**config.mk**
```make
export PLATFORM = sky130hd
export DESIGN_NAME = intr_ctrl
export DESIGN_NICKNAME = d
export VERILOG_FILES = /design/src/rtl/intr_ctrl.sv
export SDC_FILE = /design/constraint.sdc
export NUM_CORES = 1
export LEC_CHECK = 0
export BUFFER_PORTS_ARGS = -buffer_cell sky130_fd_sc_hd__buf_2
export CORE_ASPECT_RATIO = 0.6
export CORE_UTILIZATION = 35
export CTS_CLUSTER_DIAMETER = 60
export CTS_CLUSTER_SIZE = 14
export DETAILED_ROUTE_END_ITERATION = 8
export PLACE_DENSITY_LB_ADDON = 0.25
export SLEW_MARGIN = 15
export SYNTH_ARGS = -nofsm -noshare
export SYNTH_HDL_FRONTEND = slang
export SYNTH_SLANG_ARGS = --single-unit
```
**constraint.sdc**
```tcl
create_clock -name clk -period 1.2 [get_ports clk]
set_input_delay 0.06 -clock clk [delete_from_list [all_inputs] [get_ports clk]]
set_output_delay 0.06 -clock clk [all_outputs]
set_load 0.02 [all_outputs]
```
**src/rtl/intr_ctrl.sv**
```systemverilog
// ---------------------------------------------------------------------------
// intr_ctrl -- fixed-priority interrupt controller with a register interface
//
// Peripheral interrupt lines are edge-detected and latched into PENDING.
// PENDING & MASK selects the lowest-index source. A three-state handshake
// (IDLE -> REQ -> SERVICE -> IDLE) presents one request at a time to the
// processor.
//
// Parameters
//   NSRC        number of interrupt sources (1..8)
//   VEC_BASE    handler address of source 0
//   VEC_STRIDE  byte spacing between consecutive handler addresses
//
// Ports
//   clk         clock, rising edge
//   reset_n     asynchronous active-low reset
//   irq         peripheral interrupt lines, a 0->1 edge requests service
//   status_bit  processor interrupt-disable bit (1 = do not issue a request)
//   int_ack     processor acknowledge, honoured only in REQ
//   we          register write strobe
//   addr        byte address, addr[3:2] selects the register:
//                 0 PENDING (R / write-1-to-clear), 1 MASK (RW),
//                 2 STATUS  (R: {27'b0, state, active_id}), 3 EOI (W)
//   wdata       register write data
//   rdata       register read data, combinational from addr
//   interrupt   request to the processor
//   vector      handler address of the granted source
//   active_id   index of the granted source
// ---------------------------------------------------------------------------
module intr_ctrl #(
  parameter int          NSRC       = 4,
  parameter logic [31:0] VEC_BASE   = 32'h0000_0180,
  parameter logic [31:0] VEC_STRIDE = 32'h0000_0010
) (
  input  logic            clk,
  input  logic            reset_n,
  input  logic [NSRC-1:0] irq,
  input  logic            status_bit,
  input  logic            int_ack,
  input  logic            we,
  input  logic [3:0]      addr,
  input  logic [31:0]     wdata,
  output logic [31:0]     rdata,
  output logic            interrupt,
  output logic [31:0]     vector,
  output logic [2:0]      active_id
);

  // Encoding is visible to software through STATUS[4:3].
  typedef enum logic [1:0] {
    ST_IDLE    = 2'd0,
    ST_REQ     = 2'd1,
    ST_SERVICE = 2'd2
  } state_t;

  state_t          state_reg;
  logic [NSRC-1:0] irq_q_reg;
  logic [NSRC-1:0] rise_reg;
  logic [NSRC-1:0] pending_reg;
  logic [NSRC-1:0] pending_next;
  logic [NSRC-1:0] mask_reg;
  logic [2:0]      active_id_reg;
  logic [31:0]     vector_reg;
  logic            interrupt_reg;

  logic            wr_pending;
  logic            wr_mask;
  logic            wr_eoi;
  logic            ack_fire;
  logic [NSRC-1:0] eligible;
  logic            win_valid;
  logic [2:0]      win_id;
  logic [31:0]     win_vector;

  // Address bits below the word select and data bits above the source
  // count carry no meaning for this block.
  logic unused_bits;
  assign unused_bits = ^{addr[1:0], wdata[31:NSRC]};

  assign wr_pending = we && (addr[3:2] == 2'd0);
  assign wr_mask    = we && (addr[3:2] == 2'd1);
  assign wr_eoi     = we && (addr[3:2] == 2'd3);

  // The ack is honoured in REQ even if the granted source was masked or
  // cleared in the meantime: the grant, once issued, stands.
  assign ack_fire = (state_reg == ST_REQ) && int_ack;

  assign eligible = pending_reg & mask_reg;

  // Fixed priority: scan from the top so the lowest set index is last to
  // write and therefore wins.
  always_comb begin
    win_valid = 1'b0;
    win_id    = 3'd0;
    for (int i = NSRC - 1; i >= 0; i--) begin
      if (eligible[i]) begin
        win_valid = 1'b1;
        win_id    = 3'(i);
      end
    end
  end

  assign win_vector = VEC_BASE + (32'(win_id) * VEC_STRIDE);

  // Per-bit pending update. A registered rise is OR-ed in after the clears,
  // so an edge arriving in the same cycle as a W1C or the ack-clear of the
  // same bit is never lost.
  genvar gi;
  generate
    for (gi = 0; gi < NSRC; gi++) begin : g_pend
      assign pending_next[gi] = rise_reg[gi] |
                                (pending_reg[gi] &
                                 ~(wr_pending & wdata[gi]) &
                                 ~(ack_fire && (active_id_reg == 3'(gi))));
    end
  endgenerate

  always_ff @(posedge clk or negedge reset_n) begin
    if (!reset_n) begin
      state_reg     <= ST_IDLE;
      irq_q_reg     <= '0;
      rise_reg      <= '0;
      pending_reg   <= '0;
      mask_reg      <= '0;
      active_id_reg <= 3'd0;
      vector_reg    <= 32'd0;
      interrupt_reg <= 1'b0;
    end else begin
      // irq_q starts at 0 after reset, so a line already high at release
      // is seen as a rising edge.
      irq_q_reg   <= irq;
      rise_reg    <= irq & ~irq_q_reg;
      pending_reg <= pending_next;
      if (wr_mask) begin
        mask_reg <= wdata[NSRC-1:0];
      end

      case (state_reg)
        ST_IDLE: begin
          // status_bit only gates the issue of a new request.
          if (win_valid && !status_bit) begin
            state_reg     <= ST_REQ;
            active_id_reg <= win_id;
            vector_reg    <= win_vector;
            interrupt_reg <= 1'b1;
          end
        end
        ST_REQ: begin
          // Grant is frozen here; later arrivals wait for the next IDLE.
          if (int_ack) begin
            state_reg     <= ST_SERVICE;
            interrupt_reg <= 1'b0;
          end
        end
        ST_SERVICE: begin
          if (wr_eoi) begin
            state_reg <= ST_IDLE;
          end
        end
        default: begin
          state_reg     <= ST_IDLE;
          interrupt_reg <= 1'b0;
        end
      endcase
    end
  end

  always_comb begin
    case (addr[3:2])
      2'd0:    rdata = 32'(pending_reg);
      2'd1:    rdata = 32'(mask_reg);
      2'd2:    rdata = {27'd0, state_reg, active_id_reg};
      default: rdata = 32'd0;
    endcase
  end

  assign interrupt = interrupt_reg;
  assign vector    = vector_reg;
  assign active_id = active_id_reg;

endmodule

```
Yosys cells after proc, flatten, opt, wreduce, memory -nomap -nowiden
Cells that the tools add are included.

storage, ports and cells
  bits in registers = 54
  bits of input ports = 45
  output and inout port bits = 68
  word-level logic and storage cells = 80

operators by class
  add/sub/neg operators = 1
  equal/unequal tests = 11
  muxes and demuxes = 16
  bitwise gates (word level) = 28
  reduce and logical (&&, ||, !) cells = 16

operator list
  operator                                        count
  case mux 5 bit (3 select lines)                 1
  AND 1 bit                                       12
  adder 9 x 7 -> 10 bit (first input constant)    1
  logical AND 1 bit                               9
  two-way mux 3 bit                               3
  NOT 1 bit                                       9
  AND 4 bit                                       2
  two-way mux 2 bit                               4
  == test 2 bit (second input constant)           3
  == test 3 x 2 -> 1 bit (second input constant)  2
  two-way mux 1 bit                               6
  inequality test 2 bit (second input constant)   3
  case mux 2 bit (3 select lines)                 1
  AND reduction 3 bit                             2
  == test 2 x 1 -> 1 bit (second input constant)  2
  zero test 2 bit                                 2
  NOT 4 bit                                       1
  bitwise OR 1 bit                                4
  == test 3 x 1 -> 1 bit (second input constant)  1
  zero test 3 bit                                 1
  case mux 1 bit (3 select lines)                 1
  AND reduction 2 bit                             1
  zero test 1 bit                                 1

Longest topological paths before layout
Gate-level depths: netlist (run 1).

  depth in word-level cells = 8
  depth in mapped cells = 4
  mapped depth without buffers = 3

Worst setup path after synthesis (run 1)
OpenSTA, ideal clock, no wires.

  path kind = register to register
  from = register state_reg[1]
  to = register pending_reg[1]
  library setup time = 0.120 ns
  arrival time = 1.127 ns
  data required time = 1.080 ns
  setup slack = -0.046 ns
  cell stages (with the launch flop) = 4
  path buffers = 0
  period minus slack after synthesis = 1.246 ns
  cell sequence = dfrtp_1 nand3b_4 or3b_1 a31o_1

between the ends
  cells in the longest elaborated chain, start to end = 6

ends and longest elaborated chain
  item                       RTL line  RTL
  start, declared            56        state_t state_reg;
  start signal, assigned     120       state_reg <= ST_IDLE;
  start signal, assigned     142       state_reg <= ST_REQ;
  start signal, assigned     151       state_reg <= ST_SERVICE;
  == test 2 x 1 -> 1 bit     86        assign ack_fire = (state_reg == ST_REQ) && int_ack;
  logical AND 1 bit          86
  logical AND 1 bit          114       ~(ack_fire && (active_id_reg == 3'(gi))));
  NOT 1 bit                  114
  AND 1 bit                  113       ~(wr_pending & wdata[gi]) &
  bitwise OR 1 bit           111       assign pending_next[gi] = rise_reg[gi] |
  named net pending_next[1]  60        logic [NSRC-1:0] pending_next;
  end signal, assigned       133       pending_reg <= pending_next;
  end, declared              59        logic [NSRC-1:0] pending_reg;

The timed path passes the listed nets, and every way through them passes these cells.
A chain may end at the register's enable or synchronous reset.

Worst setup path in the final report (run 1)
  from = register mask_reg[3]
  to = register vector_reg[7], in the netlist vector[7]

between the ends
  cells in the longest elaborated chain, start to end = 7
  elaborated cells between the ends (all ways) = 12
  classes of those cells = add/sub: 1; mux: 8; bitwise: 1; reduce/logical: 2

ends and longest elaborated chain
  item                                                                           RTL line  RTL
  start, declared                                                                61        logic [NSRC-1:0] mask_reg;
  start signal, assigned                                                         135       mask_reg <= wdata[NSRC-1:0];
  AND 4 bit (*)                                                                  88        assign eligible = pending_reg & mask_reg;
  parallel branches: the longest is 6 deep, another holds adder 9 x 7 -> 10 bit  -
  end signal, assigned                                                           144       vector_reg <= win_vector;
  end, declared                                                                  63        logic [31:0] vector_reg;

Mark *: on every way between the ends.

==> impl_metrics.yaml, run 1 <==
pwr:
  power_leakage_nw: 0.833
  p_switching_mw: 1.12
  switching_share_pct: 38.0
  cell_internal_pwr_mw: 1.83
  vdd_drop_max_uv: 740
  p_seq_share_pct: 37.1
  clock_power_share_pct: 17.9
  comb_power_share_pct: 45.0
  p_per_area_nw_per_um2: 1810
yosys:
  synth_edf_count: 0
  yosysWarnings: 0
  synth_area_um2: 1410
  synthArstFlopShare_pct: 100
  ys_seq_area_share_pct: 39.0
  synth.distinct_cells: 30
  avgSynthCellArea_um2: 10.1
  syn_inst: 140
  ys_ff_latch: 22
  ys.flop_type: "dfrtp_1"
critical_path:
  cp.required_ps: 1350
  start_kind: "flip-flop"
  reg2reg_depth: 3
  path_class: "flip-flop to flip-flop"
  r2r_end: "vector[7]$_DFFE_PN0P_"
  worstPathArrival_ps: 1440
  slowest_delay_ps: 460
  cpMaxStageDelayCell: "a222oi_1"
  crit_chain: "a222oi_1 > a21oi_2 > or2_1"
  r2r-start: "mask_reg[3]$_DFFE_PN0P_"
  cp-end-kind: "flip-flop"
  crit_fanout: 3
  regToRegSetupSlack_ps: -90
placement:
  dp_hpwl_mm: 1.96
  gp_congestion: 0.874
  place_ws_ps: -76.0
  port-buffer-count: 26
route:
  vias: 933
  first_pass_iters: 6
  viasPerCell: 4.02
  wl_per_cell_um: 10.9
  ant_nets: 0
  drt_iter0_drc: 53
  wl_mm: 2.53
  post-route-drc-count: 12
cells_and_area:
  mostFrequentLayoutCells: "56 x conb_1, 24 x buf_2, 21 x dfrtp_1"
  fin_nets: 231
  final_layout_size_suffix_gt1_share_pct: 30.3
  area_growth_syn_to_layout_pct: 15.2
  fillers: 384
  multi_input_area_um2: 638
  register_area_um2: 552
  layout_commonest_cell: "conb_1"
  n_antenna_cell: 0
floorplan:
  die-area_um2: 4300
  rows: 17
  ios: 113
  die_h_um: 51.2
  core_area_um2: 3760
  start_util_pct: 37.5
  die_w_um: 83.9
timing:
  holdWs_ps: 36.3
  period_needed_ps: 1290
  setup_viol: 8
  finalCritPeriodShare_pct: 107
  finClkSkew_ps: 3.55
  slew_viol_final: 0
  worst_slack_ps: -86.4
  fmax_mhz: 777
  rsz0062_at_grt: "yes"
  final-hold-violation-count: 0
grt:
  antenna_found_initial: 0
  grt_max_degree: 23
  grt.total_usage_pct: 11.7
  grt_pass1_wl_mm: 3.79
  grt-ovfl-total: 0
  grt_pass1_vias: 763
clock_network:
  cts_made_buffers: 3
  clk_pin_slew_ps: 80
  numClockSinks: 22
  cts.htree.levels: 1
  cts_tree: "yes"
  clockBufferDepth: 2
  clock_latency_ps: 260
  cts-root-buf: "clkbuf_8"
worst_hold_path:
  min_path_type: "input port to flip-flop"
  hp-start: "wdata[1]"
  hold_depth: 2
  hold_path_end: "mask_reg[1]$_DFFE_PN0P_"
status:
  violations: "design-rule violations, negative setup slack"
  outcome: "finished with violations"
job:
  maxCapViolCount: 0
-- per-layer routing --
layer  GRT usage, %  wire, um  part of all wire (%)  vias to the layer above
li1               -         -                     -                      441
met1           17.3      1240                    49                      433
met2           16.3      1030                    41                       56
met3           3.88       258                    10                        3
met4           2.59        10                  0.39                        0
met5              0         0                     0                        -
-- what timing repair did --
item	CTS	global route
setup endpoints to repair	13	14
buffers inserted	3	2
hold endpoints to repair	26	0
hold buffers	5	0
cloned	0	0
resized for setup	10	7
pin swaps	7	6
-- logic make-up after synthesis --
kind of cell | Yosys count | synth area share [%]
mux | 8 | 6.03
other cells | 1 | 0.266
flops | 22 | 39.0
simple gates | 31 | 13.8
compound gates | 17 | 8.78
buf+inv | 61 | 32.0
-- Yosys cell counts, types with 2 or more instances --
cell type  instances  share of area [%]
nand3b_1           2                1.1
or3b_1             2                1.2
dfrtp_1           22                 39
nor2b_1            7                3.1
a21o_1             2                1.1
o21ai_0            4                1.4
mux2_1             3                2.4
a21oi_1            2               0.71
buf_4             59                 31
nand2_1           11                2.9
mux2i_1            4                2.8
a31o_1             4                2.5
-- metrics by stage --
step | utilization (%) | total power, mW | instance area (um2) | setup TNS (ps) | instances
floorplan | - | 1.95 | 1620 | -65.0 | 195
global placement | 38.1 | 2.22 | 1430 | -256 | 218
detailed placement | 38.1 | 2.23 | 1430 | -283 | 218
CTS | 42.1 | 2.87 | 1590 | -492 | 230
global route | 43.1 | 3.11 | 1620 | -889 | 232
finish | 43.1 | 2.94 | 1620 | -427 | 232
-- cell type report --
| type | count | share of cell area [%] |
|---|---|---|
| clock buffer | 4 | 3.39 |
| timing repair buffer | 46 | 19.5 |
| inverter | 1 | 0.231 |
| sequential | 22 | 34.0 |
| multi-input combinational | 112 | 39.3 |
| tap | 47 | 3.62 |
-- how the worst max path moves through the flow --
| stage | startpoint | endpoint | slack (ps) |
|---|---|---|---|
| floorplan | mask_reg[3]$_DFFE_PN0P_ | vector[7]$_DFFE_PN0P_ | -30 |
| global placement | state_reg[1]$_DFFE_PN0P_ | pending_reg[2]$_DFF_PN0_ | -70 |
| detailed placement | state_reg[1]$_DFFE_PN0P_ | pending_reg[2]$_DFF_PN0_ | -80 |
| CTS | state_reg[1]$_DFFE_PN0P_ | pending_reg[1]$_DFF_PN0_ | -90 |
| global route | mask_reg[3]$_DFFE_PN0P_ | rdata[3] | -120 |
| finish | mask_reg[3]$_DFFE_PN0P_ | vector[7]$_DFFE_PN0P_ | -90 |
-- worst max-delay path: cells and delay by family (launching register included) --
kind               cells  cell delay (ps)
AOI/OAI and AO/OA      2              580
DFF                    1              380
and+or+nand+nor        1              220
-- power groups by stage --
| stage | registers (mW) | logic (mW) | clock network (mW) |
|---|---|---|---|
| finish | 1.09 | 1.33 | 0.527 |
| global route | 1.11 | 1.42 | 0.579 |
| CTS | 1.08 | 1.26 | 0.541 |
| detailed placement | 1.09 | 1.14 | 0 |
| global placement | 1.08 | 1.14 | 0 |
| floorplan | 1.14 | 0.809 | 0 |
Note: power is estimated with default switching activity, not from simulation.
==> inputs of run 2 (changes only) <==
- MAX_ROUTING_LAYER: not set -> met4
- PLACE_DENSITY: not set -> 0.8
- PLACE_DENSITY_LB_ADDON: 0.25 -> not set
==> run 2 against run 1 <==
The run still ends with design-rule violations, negative setup slack left. Global-route usage is 1.2 points higher. Register-to-register slack about the same. Flip-flop and latch count unchanged. Combinational power rose by 5%. Sequential share of layout area decreased by 0.46 points. Wire length increased by 12%. Cell count up 1.3%. First-iteration DRC count increased by 81%. Largest power group unchanged.
==> impl_metrics.yaml, run 2 (synthesized netlist as in run 1, its figures left out) <==
worst_hold_path:
  min_path_type: "input port to flip-flop"
  hp-start: "wdata[2]"
  hold_depth: 2
  hold_path_end: "mask_reg[2]$_DFFE_PN0P_"
clock_network:
  cts-root-buf: "clkbuf_8"
  cts_tree: "yes"
  clk_pin_slew_ps: 80
  clock_latency_ps: 260
  cts.htree.levels: 1
  numClockSinks: 22
  cts_made_buffers: 3
  clockBufferDepth: 2
grt:
  grt_max_degree: 23
  grt.total_usage_pct: 12.9
  grt_pass1_vias: 776
  grt-ovfl-total: 0
  grt_pass1_wl_mm: 4.01
  antenna_found_initial: 0
floorplan:
  die_w_um: 83.9
  core_area_um2: 3760
  die-area_um2: 4300
  die_h_um: 51.2
  start_util_pct: 37.5
  rows: 17
  ios: 113
critical_path:
  worstPathArrival_ps: 1440
  crit_fanout: 3
  regToRegSetupSlack_ps: -90
  cp.depth: 4
  path_buf_inv: 1
  reg2reg_depth: 4
  crit_chain: "a222oi_1 > buf_4 > a21oi_4 > or2_1"
  cp.required_ps: 1350
  start_kind: "flip-flop"
  r2r-start: "mask_reg[3]$_DFFE_PN0P_"
  cp-end-kind: "flip-flop"
  r2r_end: "vector[7]$_DFFE_PN0P_"
  slowest_delay_ps: 400
  crit_family: "flip-flops"
  path_class: "flip-flop to flip-flop"
  cpMaxStageDelayCell: "dfrtp_1"
placement:
  gp_congestion: 0.908
  place_ws_ps: -85.2
  dp_hpwl_mm: 2.08
  port-buffer-count: 26
cells_and_area:
  layout_commonest_cell: "conb_1"
  mostFrequentLayoutCells: "56 x conb_1, 23 x buf_2, 21 x dfrtp_1"
  final_layout_size_suffix_gt1_share_pct: 31.4
  register_area_um2: 552
  fin_nets: 235
  fillers: 373
  area_growth_syn_to_layout_pct: 16.8
  n_antenna_cell: 0
  multi_input_area_um2: 638
timing:
  worst_slack_ps: -90.7
  rsz0062_at_grt: "yes"
  period_needed_ps: 1290
  finClkSkew_ps: 4.23
  fin_setup_tns_ps: -544
  fmax_mhz: 775
  final-hold-violation-count: 0
  setup_viol: 11
  slew_viol_final: 0
  finalCritPeriodShare_pct: 108
status:
  outcome: "finished with violations"
  violations: "design-rule violations, negative setup slack"
route:
  vias: 945
  drt_iter0_drc: 96
  post-route-drc-count: 10
  viasPerCell: 4.02
  first_pass_iters: 6
  wl_per_cell_um: 12.0
  ant_nets: 0
  wl_mm: 2.83
pwr:
  power_leakage_nw: 0.848
  p_per_area_nw_per_um2: 1800
  finalPower_mw: 2.96
  vdd_drop_max_uv: 745
job:
  maxCapViolCount: 0
==> run 2: changes by cell type in the layout (fill, tap and decap cells not counted) <==
cell,previous run,this run
buf_4,12,16
mux2i_1,2,4
mux2i_2,2,0
nand2_1,11,9
nand2_2,0,2
a21oi_2,2,1
a21oi_4,0,1
buf_2,24,23
buf_6,5,6
clkbuf_8,4,3
nor2b_2,0,1
nor2b_4,1,0
==> run 2: worst register-to-register path, cell delays in order (launching register included) <==
cell	delay, ps
dfrtp_1	400
a222oi_1	340
buf_4	190
a21oi_4	50
or2_1	200
==> run 2: worst max path at each step <==
stage / end / start
after floorplan: vector[7]$_DFFE_PN0P_ / mask_reg[3]$_DFFE_PN0P_
after global placement: vector[7]$_DFFE_PN0P_ / mask_reg[3]$_DFFE_PN0P_
after detailed placement: vector[7]$_DFFE_PN0P_ / mask_reg[3]$_DFFE_PN0P_
after CTS: pending_reg[1]$_DFF_PN0_ / state_reg[1]$_DFFE_PN0P_
after global routing: vector[7]$_DFFE_PN0P_ / mask_reg[3]$_DFFE_PN0P_
final: vector[7]$_DFFE_PN0P_ / mask_reg[3]$_DFFE_PN0P_
==> run 2: area by class of cell <==
type | instances | area share (%)
Tap cell | 47 | 3.57
Sequential cell | 22 | 33.5
Timing Repair Buffer | 50 | 21.4
Clock buffer | 3 | 2.51
Multi-Input combinational cell | 112 | 38.8
Inverter | 1 | 0.228
==> run 2: stage by stage <==
stage                     util, %  instances  instance area (um2)  hold slack, ps
after floorplan                 -        195                 1620            -236
after global placement       38.3        219                 1440            44.8
after detailed placement     38.3        219                 1440            53.6
after CTS                    42.4        231                 1600            31.3
after global routing         43.7        235                 1650            31.5
final                        43.7        235                 1650            22.5
==> run 2: power by group <==
group / switching (mW) / leakage [nW] / total (mW) / internal [mW]
clock network: 0.227 / 0.0216 / 0.451 / 0.224
registers: 0.200 / 0.253 / 1.11 / 0.912
logic: 0.738 / 0.574 / 1.40 / 0.659
==> run 2: timing repair <==
action / CTS / global route
hold buffers: 5 / 0
resized for setup: 12 / 7
pin swaps: 8 / 9
hold endpoints to repair: 26 / 0
buffers inserted: 4 / 4
setup endpoints to repair: 11 / 14
==> run 2: metal layers <==
metal  vias to the layer above  wire [um]  GRT usage, %
met1                       453       1430          19.7
li1                        446          -             -
met2                        44       1230          16.0
met4                         0          7          1.72
met3                         2        166          4.36
met5                         -          0             -
